==> config.mk <==
export PLATFORM = sky130hd
export DESIGN_NAME = fc_layer_seq_flat
export DESIGN_NICKNAME = d
export VERILOG_FILES = /design/src/rtl/fc_layer_seq_if.sv /design/src/rtl/fc_layer_seq.sv /design/src/flat_wrapper.sv
export SDC_FILE = /design/constraint.sdc
export NUM_CORES = 2
export LEC_CHECK = 0
export ABC_AREA = 1
export BUFFER_PORTS_ARGS = -buffer_cell sky130_fd_sc_hd__clkbuf_2
export CAP_MARGIN = 20
export CORE_AREA = 2 2 412 414
export CTS_CLUSTER_DIAMETER = 40
export DETAILED_ROUTE_END_ITERATION = 7
export DIE_AREA = 0 0 414 416
export HOLD_SLACK_MARGIN = 0.02
export SETUP_SLACK_MARGIN = 0.1
export SLEW_MARGIN = 20
export SYNTH_ARGS = -nofsm -noshare
export SYNTH_HDL_FRONTEND = slang
export SYNTH_SLANG_ARGS = --single-unit
==> constraint.sdc <==
create_clock -name clk -period 2.8 [get_ports clk]
set_clock_uncertainty 0.05 [all_clocks]
set_input_delay 0.28 -clock clk [delete_from_list [all_inputs] [get_ports clk]]
set_output_delay 0.28 -clock clk [all_outputs]
set_load 0.005 [all_outputs]
==> src/rtl/fc_layer_seq_if.sv <==
// Activation input stream and requantised result stream of the FC layer sequencer.
interface fc_layer_seq_if #(
  parameter int WIDTH = 8
);
  logic             s_valid;
  logic             s_ready;
  logic [WIDTH-1:0] s_data;
  logic             s_last;
  logic             m_valid;
  logic             m_ready;
  logic [WIDTH-1:0] m_data;

  modport master (
    output s_valid, s_data, s_last, m_ready,
    input  s_ready, m_valid, m_data
  );

  modport slave (
    input  s_valid, s_data, s_last, m_ready,
    output s_ready, m_valid, m_data
  );
endinterface

==> src/rtl/fc_layer_seq.sv <==
// Sequencer for a combinational FC layer: deserialise, settle, capture, requantise, stream out.
// Optional macro FC_SEQ_OVERLAP_EN: load the next frame while the previous result waits in OUT.
//
// state  | meaning
// LOAD   | accepting activation beats into the buffer
// SETTLE | buffer held stable while the layer settles; sum captured when cnt reaches 0
// OUT    | requantised result presented on the output stream
module fc_layer_seq #(
  parameter int WIDTH  = 8,
  parameter int IN     = 128,
  parameter int SUM_W  = 23,
  parameter int SETTLE = 2,
  parameter int SHIFT  = 4
) (
  input  logic                  clk,
  input  logic                  rst_n,
  fc_layer_seq_if.slave         io,
  output logic [IN*WIDTH-1:0]   x_bus,
  input  logic [SUM_W-1:0]      z_in,
  output logic                  busy,
  output logic                  err_len
);

  localparam int IDX_W = (IN > 1) ? $clog2(IN) : 1;
  localparam int CNT_W = $clog2(SETTLE) + 1;

  typedef enum logic [1:0] {
    LOAD   = 2'd0,
    SETTLE_ST = 2'd1,
    OUT    = 2'd2
  } state_t;

  state_t             state;
  logic [IDX_W-1:0]   idx;
  logic [CNT_W-1:0]   cnt;
`ifdef FC_SEQ_OVERLAP_EN
  logic               pending;
`endif

  logic               hs_in;
  logic               hs_out;
  logic               last_idx;
  logic               frame_done;
  logic [SUM_W-1:0]   z_sh;
  logic [WIDTH-1:0]   z_sat;

  assign hs_in      = io.s_valid & io.s_ready;
  assign hs_out     = io.m_valid & io.m_ready;
  assign last_idx   = (idx == IDX_W'(IN - 1));
  assign frame_done = hs_in & last_idx;

  assign z_sh  = z_in >> SHIFT;
  assign z_sat = (|z_sh[SUM_W-1:WIDTH]) ? {WIDTH{1'b1}} : z_sh[WIDTH-1:0];

  always_ff @(posedge clk or negedge rst_n) begin
    if (!rst_n) begin
      state      <= LOAD;
      idx        <= '0;
      cnt        <= '0;
      x_bus      <= '0;
      io.s_ready <= 1'b1;
      io.m_valid <= 1'b0;
      io.m_data  <= '0;
      busy       <= 1'b0;
      err_len    <= 1'b0;
`ifdef FC_SEQ_OVERLAP_EN
      pending    <= 1'b0;
`endif
    end else begin
      // Beats are only accepted while s_ready is high, so this is shared by LOAD and overlapped OUT.
      if (hs_in) begin
        x_bus[idx*WIDTH +: WIDTH] <= io.s_data;
        if (last_idx || io.s_last) idx <= '0;
        else                       idx <= idx + 1'b1;
        // s_last missing on the final beat, or present on an earlier one
        if (last_idx != io.s_last) err_len <= 1'b1;
      end

      case (state)
        LOAD: begin
          if (frame_done) begin
            state      <= SETTLE_ST;
            cnt        <= CNT_W'(SETTLE - 1);
            io.s_ready <= 1'b0;
            busy       <= 1'b1;
          end
        end

        SETTLE_ST: begin
          if (cnt == '0) begin
            io.m_data  <= z_sat;
            io.m_valid <= 1'b1;
            state      <= OUT;
`ifdef FC_SEQ_OVERLAP_EN
            io.s_ready <= 1'b1;
`endif
          end else begin
            cnt <= cnt - 1'b1;
          end
        end

        OUT: begin
`ifdef FC_SEQ_OVERLAP_EN
          if (hs_out) begin
            io.m_valid <= 1'b0;
            if (pending || frame_done) begin
              pending    <= 1'b0;
              state      <= SETTLE_ST;
              cnt        <= CNT_W'(SETTLE - 1);
              io.s_ready <= 1'b0;
            end else begin
              state      <= LOAD;
              io.s_ready <= 1'b1;
              busy       <= 1'b0;
            end
          end else if (frame_done) begin
            pending    <= 1'b1;
            io.s_ready <= 1'b0;
          end
`else
          if (hs_out) begin
            io.m_valid <= 1'b0;
            state      <= LOAD;
            io.s_ready <= 1'b1;
            busy       <= 1'b0;
          end
`endif
        end

        default: begin
          state      <= LOAD;
          io.s_ready <= 1'b1;
          io.m_valid <= 1'b0;
          busy       <= 1'b0;
        end
      endcase
    end
  end

endmodule
==> src/flat_wrapper.sv <==
// flat-port wrapper written by rule: the top's interface ports become plain ports
module fc_layer_seq_flat 
#(
  parameter int WIDTH  = 8,
  parameter int IN     = 128,
  parameter int SUM_W  = 23,
  parameter int SETTLE = 2,
  parameter int SHIFT  = 4
)
  (clk, rst_n, x_bus, z_in, busy, err_len, io_s_valid, io_s_data, io_s_last, io_m_ready, io_s_ready, io_m_valid, io_m_data);
  fc_layer_seq_if #(.WIDTH(WIDTH)) io_i ();
  input  logic clk;
  input  logic rst_n;
  output logic [IN*WIDTH-1:0] x_bus;
  input  logic [SUM_W-1:0] z_in;
  output logic busy;
  output logic err_len;
  input wire logic [$bits(io_i.s_valid)-1:0] io_s_valid;
  input wire logic [$bits(io_i.s_data)-1:0] io_s_data;
  input wire logic [$bits(io_i.s_last)-1:0] io_s_last;
  input wire logic [$bits(io_i.m_ready)-1:0] io_m_ready;
  output wire logic [$bits(io_i.s_ready)-1:0] io_s_ready;
  output wire logic [$bits(io_i.m_valid)-1:0] io_m_valid;
  output wire logic [$bits(io_i.m_data)-1:0] io_m_data;
  assign io_i.s_valid = io_s_valid;
  assign io_i.s_data = io_s_data;
  assign io_i.s_last = io_s_last;
  assign io_i.m_ready = io_m_ready;
  assign io_s_ready = io_i.s_ready;
  assign io_m_valid = io_i.m_valid;
  assign io_m_data = io_i.m_data;
  fc_layer_seq #(.WIDTH(WIDTH), .IN(IN), .SUM_W(SUM_W), .SETTLE(SETTLE), .SHIFT(SHIFT)) u_core (.clk(clk), .rst_n(rst_n), .io(io_i), .x_bus(x_bus), .z_in(z_in), .busy(busy), .err_len(err_len));
endmodule
* Word level (Yosys, flattened, before mapping)
Cells that the tools add are included.
** Operators by class
- Bitwise gates (word level) :: 5
- Reductions and logical operators :: 11
- Shifts and indexed selects :: 2
- Add/subtract/negate cells :: 3
- Mux-type cells :: 17
- Equality and inequality tests :: 8
** Operators with widths (count)
- 1024-bit bitwise mux :: 1
- 8-bit by 34-bit variable shift with 1024-bit output, first input constant :: 1
- 8-bit by 34-bit variable part select with 1024-bit output :: 1
- 10-bit negation with 34-bit output :: 1
- 3-bit AND reduction :: 4
- 11-bit OR reduction :: 1
- 1-bit case mux with 3 select lines :: 3
- 2-bit 2-to-1 mux :: 4
- 8-bit 2-to-1 mux :: 1
- 7-bit by 1-bit adder with 7-bit output, second input constant :: 1
- 7-bit equality test, second input constant :: 1
- 7-bit 2-to-1 mux :: 1
- 2-bit by 1-bit != test with 1-bit output, second input constant :: 3
- 2-bit case mux with 3 select lines :: 1
- 1-bit 2-to-1 mux :: 5
- 2-bit zero test :: 2
- 2-bit case mux with 2 select lines :: 1
- 2-bit AND reduction :: 2
- 1-bit AND :: 3
- 2-bit by 1-bit equality test with 1-bit output, second input constant :: 1
- 2-bit equality test, second input constant :: 1
- 2-bit != test, second input constant :: 1
- 1-bit inverter :: 2
- 2-bit nonzero test :: 1
- 3 further kinds :: 3
** Storage, ports and cells
- Output and inout port bits :: 1036
- Register bits after elaboration :: 1047
- Logic and storage cells :: 55
- Bits of input ports :: 36

* Longest topological paths before layout
- Word-level depth :: 4
- Gate-level depth with buffers :: 16
- Depth with buffers taken out :: 15

* Worst setup path after synthesis
OpenSTA, ideal clock, no wires.
- Path type :: register to register
- Start :: register u_core.idx[0]
- End :: register u_core.x_bus[391]
- Path slack :: -0.239 ns
- Buffers on the path :: 4
- Required time :: 2.633 ns
- Library setup time :: 0.117 ns
- Period minus slack after synthesis :: 3.039 ns
- Arrival time :: 2.872 ns
- Cell stages (with the launch flop) :: 16
- Cell sequence :: dfrtp_1 -> buf_2 -> inv_2 -> ha_1 -> nand2_4 -> nor2_1 -> ha_1 -> clkbuf_1 -> inv_2 -> nor3_4 -> nand2_2 -> buf_2 -> nor2_4 -> buf_2 -> o21a_1 -> nor2_1
** Between the ends
- Cells in the longest elaborated chain, start to end :: 3
- Elaborated cells on any way between the ends :: 4
- Classes of those cells :: add/sub (1); shift (2); mux (1)
** Ends and longest elaborated chain
- start, declared :: line fc_layer_seq.sv:34 : logic [IDX_W-1:0] idx;
- start signal, assigned :: line fc_layer_seq.sv:74 : else idx <= idx + 1'b1;
- 10-bit negation with 34-bit output * :: line fc_layer_seq.sv:72 : x_bus[idx*WIDTH +: WIDTH] <= io.s_data;
- 8-bit by 34-bit variable part select with 1024-bit output / 8-bit by 34-bit variable shift with 1024-bit output (equally long branches) :: line fc_layer_seq.sv:72
- 1024-bit bitwise mux * :: line fc_layer_seq.sv:72
- end signal, assigned by index :: line fc_layer_seq.sv:72
- end, declared :: line fc_layer_seq.sv:18 : output logic [IN*WIDTH-1:0] x_bus,
Every way passes the cells marked *; elsewhere a longest branch is shown, timed or not.
A chain may end at the register's enable or synchronous reset.

* Worst setup path after layout
- Start :: register u_core.idx[1]
- End :: register u_core.x_bus[649]
Same word-level chain as after synthesis.

==> summary.log <==
qor: detailed_routing.routed_via_density 5.25
qor: global_routing.grt_start_max_net_pins 175
qor: global_routing.use_met2 44.3%
qor: clock_network.numCtsBuffers 186
qor: detailed_routing.detail_route.wirelength 256000 um
qor: setup_path.critPathLaunchType flip-flop
qor: layout.final_core_area_utilization 40.8%
qor: global_routing.grt_overflow 0
qor: global_routing.globalRouteTotalUtil 28.4%
qor: setup_path.cp.required 3520 ps
qor: synth.yosysWarningCount 0
qor: floorplan.floorplan.rows 151
qor: sta.clock.fmax 380 MHz
qor: sta.holdWs 191 ps
qor: sta.rsz0062_at_grt yes
qor: layout.post_route_cells_drive_above_1_share 28.1%
qor: synth.synth_area_leader_cell sky130_fd_sc_hd__dfrtp_1
qor: setup_path.timing.critical_path.fanout_max 10
qor: layout.design.final.nets 7549
qor: detailed_routing.detailroute.via_count 51.9k
qor: global_routing.met1_usage 34.5%
qor: synth.synth_top_cells_by_area sky130_fd_sc_hd__dfrtp_1 (54%), sky130_fd_sc_hd__nand2_1 (15%), sky130_fd_sc_hd__nand3_1 (5.8%)
qor: synth.syn_avg_cell_area 7.96 sq um
qor: floorplan.design.core.area 168000 sq um
qor: global_routing.globalRouteMet3Util 8.03%
qor: setup_path.r2r_setup_slack 170 ps
qor: floorplan.die_x 414 um
qor: clock_network.clkLatencyLatePin 830 ps
qor: synth.synth.yosys.seq_area_share 53.6%
qor: floorplan.die_h 416 um
qor: setup_path.worstSetupEndpointType flip-flop
qor: floorplan.io_pins 1072
qor: detailed_routing.drt_first_iter_violations 5084
qor: synth.syn_inst 6141
qor: setup_path.setup.worst_path.class flip-flop to flip-flop
qor: placed_design.place_congestion 0.938
qor: placed_design.detailedPlacementHpwl 190000 um
qor: detailed_routing.drt_pass1_iterations 7
qor: sta.timing_max_transition_violations_final 0
qor: sta.period_share 94.1%
qor: clock_network.worst_setup_hold_path_clk_slew 60 ps
qor: setup_path.worstReg2RegStart u_core.idx[1]
qor: worst_hold_path.holdCritPathClass primary input to asynchronous set/reset pin
qor: setup_path.reg2regPathDepth 12
qor: synth.synth_cell_types 41
qor: clock_network.tritoncts built
qor: global_routing.antenna_violations_before_repair 5
qor: sta.finalWorstPathRequiredPeriod 2630 ps
qor: placed_design.portBuffers 1067
qor: flow_run.cap_violations 0
qor: detailed_routing.detail_route.drc_violations 0
qor: status.run_status complete, no violations
qor: detailed_routing.drt-wirelength-per-cell 25.9 um
qor: layout.area_growth_from_synthesis_to_layout 40.5%
qor: power.leakage_power 33.8 nW
qor: floorplan.initial_core_util 29.1%
qor: detailed_routing.antenna_left 0
qor: layout.fillCellCount 17.1k
qor: clock_network.clock-sinks 1047
qor: setup_path.arrival 3350 ps
qor: global_routing.grt_pass1_vias 48.5k
qor: synth.postSynthNetCount 6182
qor: power.power.density 793 nW/um^2
qor: sta.timing_worst_slew_pin_value 1040 ps
qor: floorplan.die_area 172000 sq um
qor: global_routing.wire_length_of_the_first_global_routing_pass 357000 um
qor: clock_network.h_tree_depth 4
qor: synth.synthDominantCellAreaShare 53.5%
qor: synth.mappedNetlistArea 48900 sq um
qor: clock_network.clockRootBuffer sky130_fd_sc_hd__clkbuf_16
qor: power.vdd_drop_max 950 uV
qor: sta.setup_viol_count_final 0
qor: global_routing.most_used_routing_layer_in_global_routing met2
qor: setup_path.rr_endpoint u_core.x_bus[649]
qor: clock_network.number_of_buffers_on_the_longest_clock_path 3
qor: setup_path.timing.critical_path.to u_core.x_bus[649]
qor: sta.worst_rel_slew_slack 30.5%
qor: synth.synth-seq-cells 1047
qor: setup_path.worstSetupStartpoint u_core.idx[1]
qor: sta.final_hold_viol_count 0
## area by class of cell
class                      count  area, sq um  share of cell area (%)
timing repair buffer        1648        11500                    16.7
inverter                      90          399                   0.581
antenna                        3         7.51                  0.0109
sequential                  1047        26200                    38.1
clock inverter               131         1950                    2.84
clock buffer                 214         4970                    7.24
multi-input combinational   4535        20900                    30.4
tap                         2218         2780                    4.04
## critical path, stage by stage (launching register included)
cell and delay, ps:
sky130_fd_sc_hd__dfrtp_1 380, sky130_fd_sc_hd__inv_2 90, sky130_fd_sc_hd__ha_4 180, sky130_fd_sc_hd__inv_1 40, sky130_fd_sc_hd__nand2_1 100, sky130_fd_sc_hd__nand2_4 90, sky130_fd_sc_hd__buf_4 180, sky130_fd_sc_hd__nor2_1 260
sky130_fd_sc_hd__and3_1 590, sky130_fd_sc_hd__nand3_1 240, sky130_fd_sc_hd__nor2_1 150, sky130_fd_sc_hd__nand4_1 150, sky130_fd_sc_hd__nand2_1 110
## placed cells by master, fill, tap and decap left out, drive strengths merged, types with 7 or more instances in the layout
master	n
dfrtp	1046
clkinv	46
o21a	7
o31ai	8
clkbuf	1289
inv	121
buf	545
a21oi	20
bufinv	34
or2	15
nor4	28
nand4	373
nor3	113
nand2	1972
nor2	740
dlygate4sd3	27
nand3	577
o21ai	664
clkinvlp	20
## logic make-up (layout without fill, tap and decap cells)
logic type | Yosys count | count (layout) | share of synthesized area, %
xor+xnor | 2 | 2 | 0.113
flops | 1047 | 1047 | 53.6
other cells | 0 | 3 | 0
buf+inv | 561 | 2083 | 4.87
simple gates | 3821 | 3823 | 34.0
compound gates | 705 | 705 | 7.32
fa+ha+maj | 5 | 5 | 0.128
## repair_timing
| item | 4_1_cts | 5_1_grt |
|---|---|---|
| resized for setup | 39 | 153 |
| setup buffers | 8 | 15 |
| pin swaps | 4 | 15 |
| gates cloned | 1 | 12 |
| setup endpoints to repair | 643 | 921 |
| endpoints found under the hold margin | 438 | 0 |
| hold buffers | 28 | 0 |
## how the worst min path moves through the flow
stage | slack, ps | startpoint | end
after floorplan | -70 | rst_n | u_core.busy
after global placement | 250 | rst_n | u_core.x_bus[603]
after detailed placement | 240 | rst_n | u_core.x_bus[484]
after CTS | 100 | rst_n | u_core.x_bus[783]
after global routing | 130 | rst_n | u_core.x_bus[780]
final | 190 | rst_n | u_core.x_bus[604]
## where the power goes
part	internal (W)	switching, W
Sequential	0.0153	0.0000910
Clock	0.0161	0.00897
Combinational	0.00332	0.0107
Total	0.0347	0.0198
## flip-flops by register name, summed over array words and instances, names as in the netlist
name and flops:
u_core.x_bus 1024, u_core.io.m_data 8, u_core.idx 7, u_core.cnt 2
u_core.state 2, u_core.busy 1, u_core.err_len 1, u_core.io.m_valid 1
u_core.io.s_ready 1
## synthesized netlist by cell type (all sizes together)
cell type / count
a211oi: 2
a21o: 1
a21oi: 20
and3: 5
buf: 217
clkbuf: 254
clkinv: 2
dfrtp: 1046
dfstp: 1
ha: 5
inv: 88
nand2: 1972
nand3: 575
nand4: 373
nor2: 740
nor3: 113
nor4: 28
o211ai: 1
o21a: 7
o21ai: 664
o22ai: 2
o31ai: 8
or2: 15
xor2: 2
## per-layer routing
layer  wire length (um)  up-vias
met2             117000     2703
li1                   -    23300
met3              23500      572
met5                  0        -
met4              18600        0
met1              97400    25400
## through the flow
stage | total power [W] | std cells | setup slack [ps] | TNS, ps | instance area, sq um
finish | 0.0545 | 9886 | 166 | 0 | 68700
detailed placement | 0.0284 | 9474 | -242 | -21120 | 60200
global placement | 0.0284 | 9474 | -236 | -14860 | 60200
CTS | 0.0537 | 9856 | 65.4 | 0 | 67700
floorplan | 0.0224 | 6141 | 119 | 0 | 49000
global route | 0.0560 | 9883 | 33.8 | 0 | 68700
No activity file was read; power rests on OpenSTA's default activity.
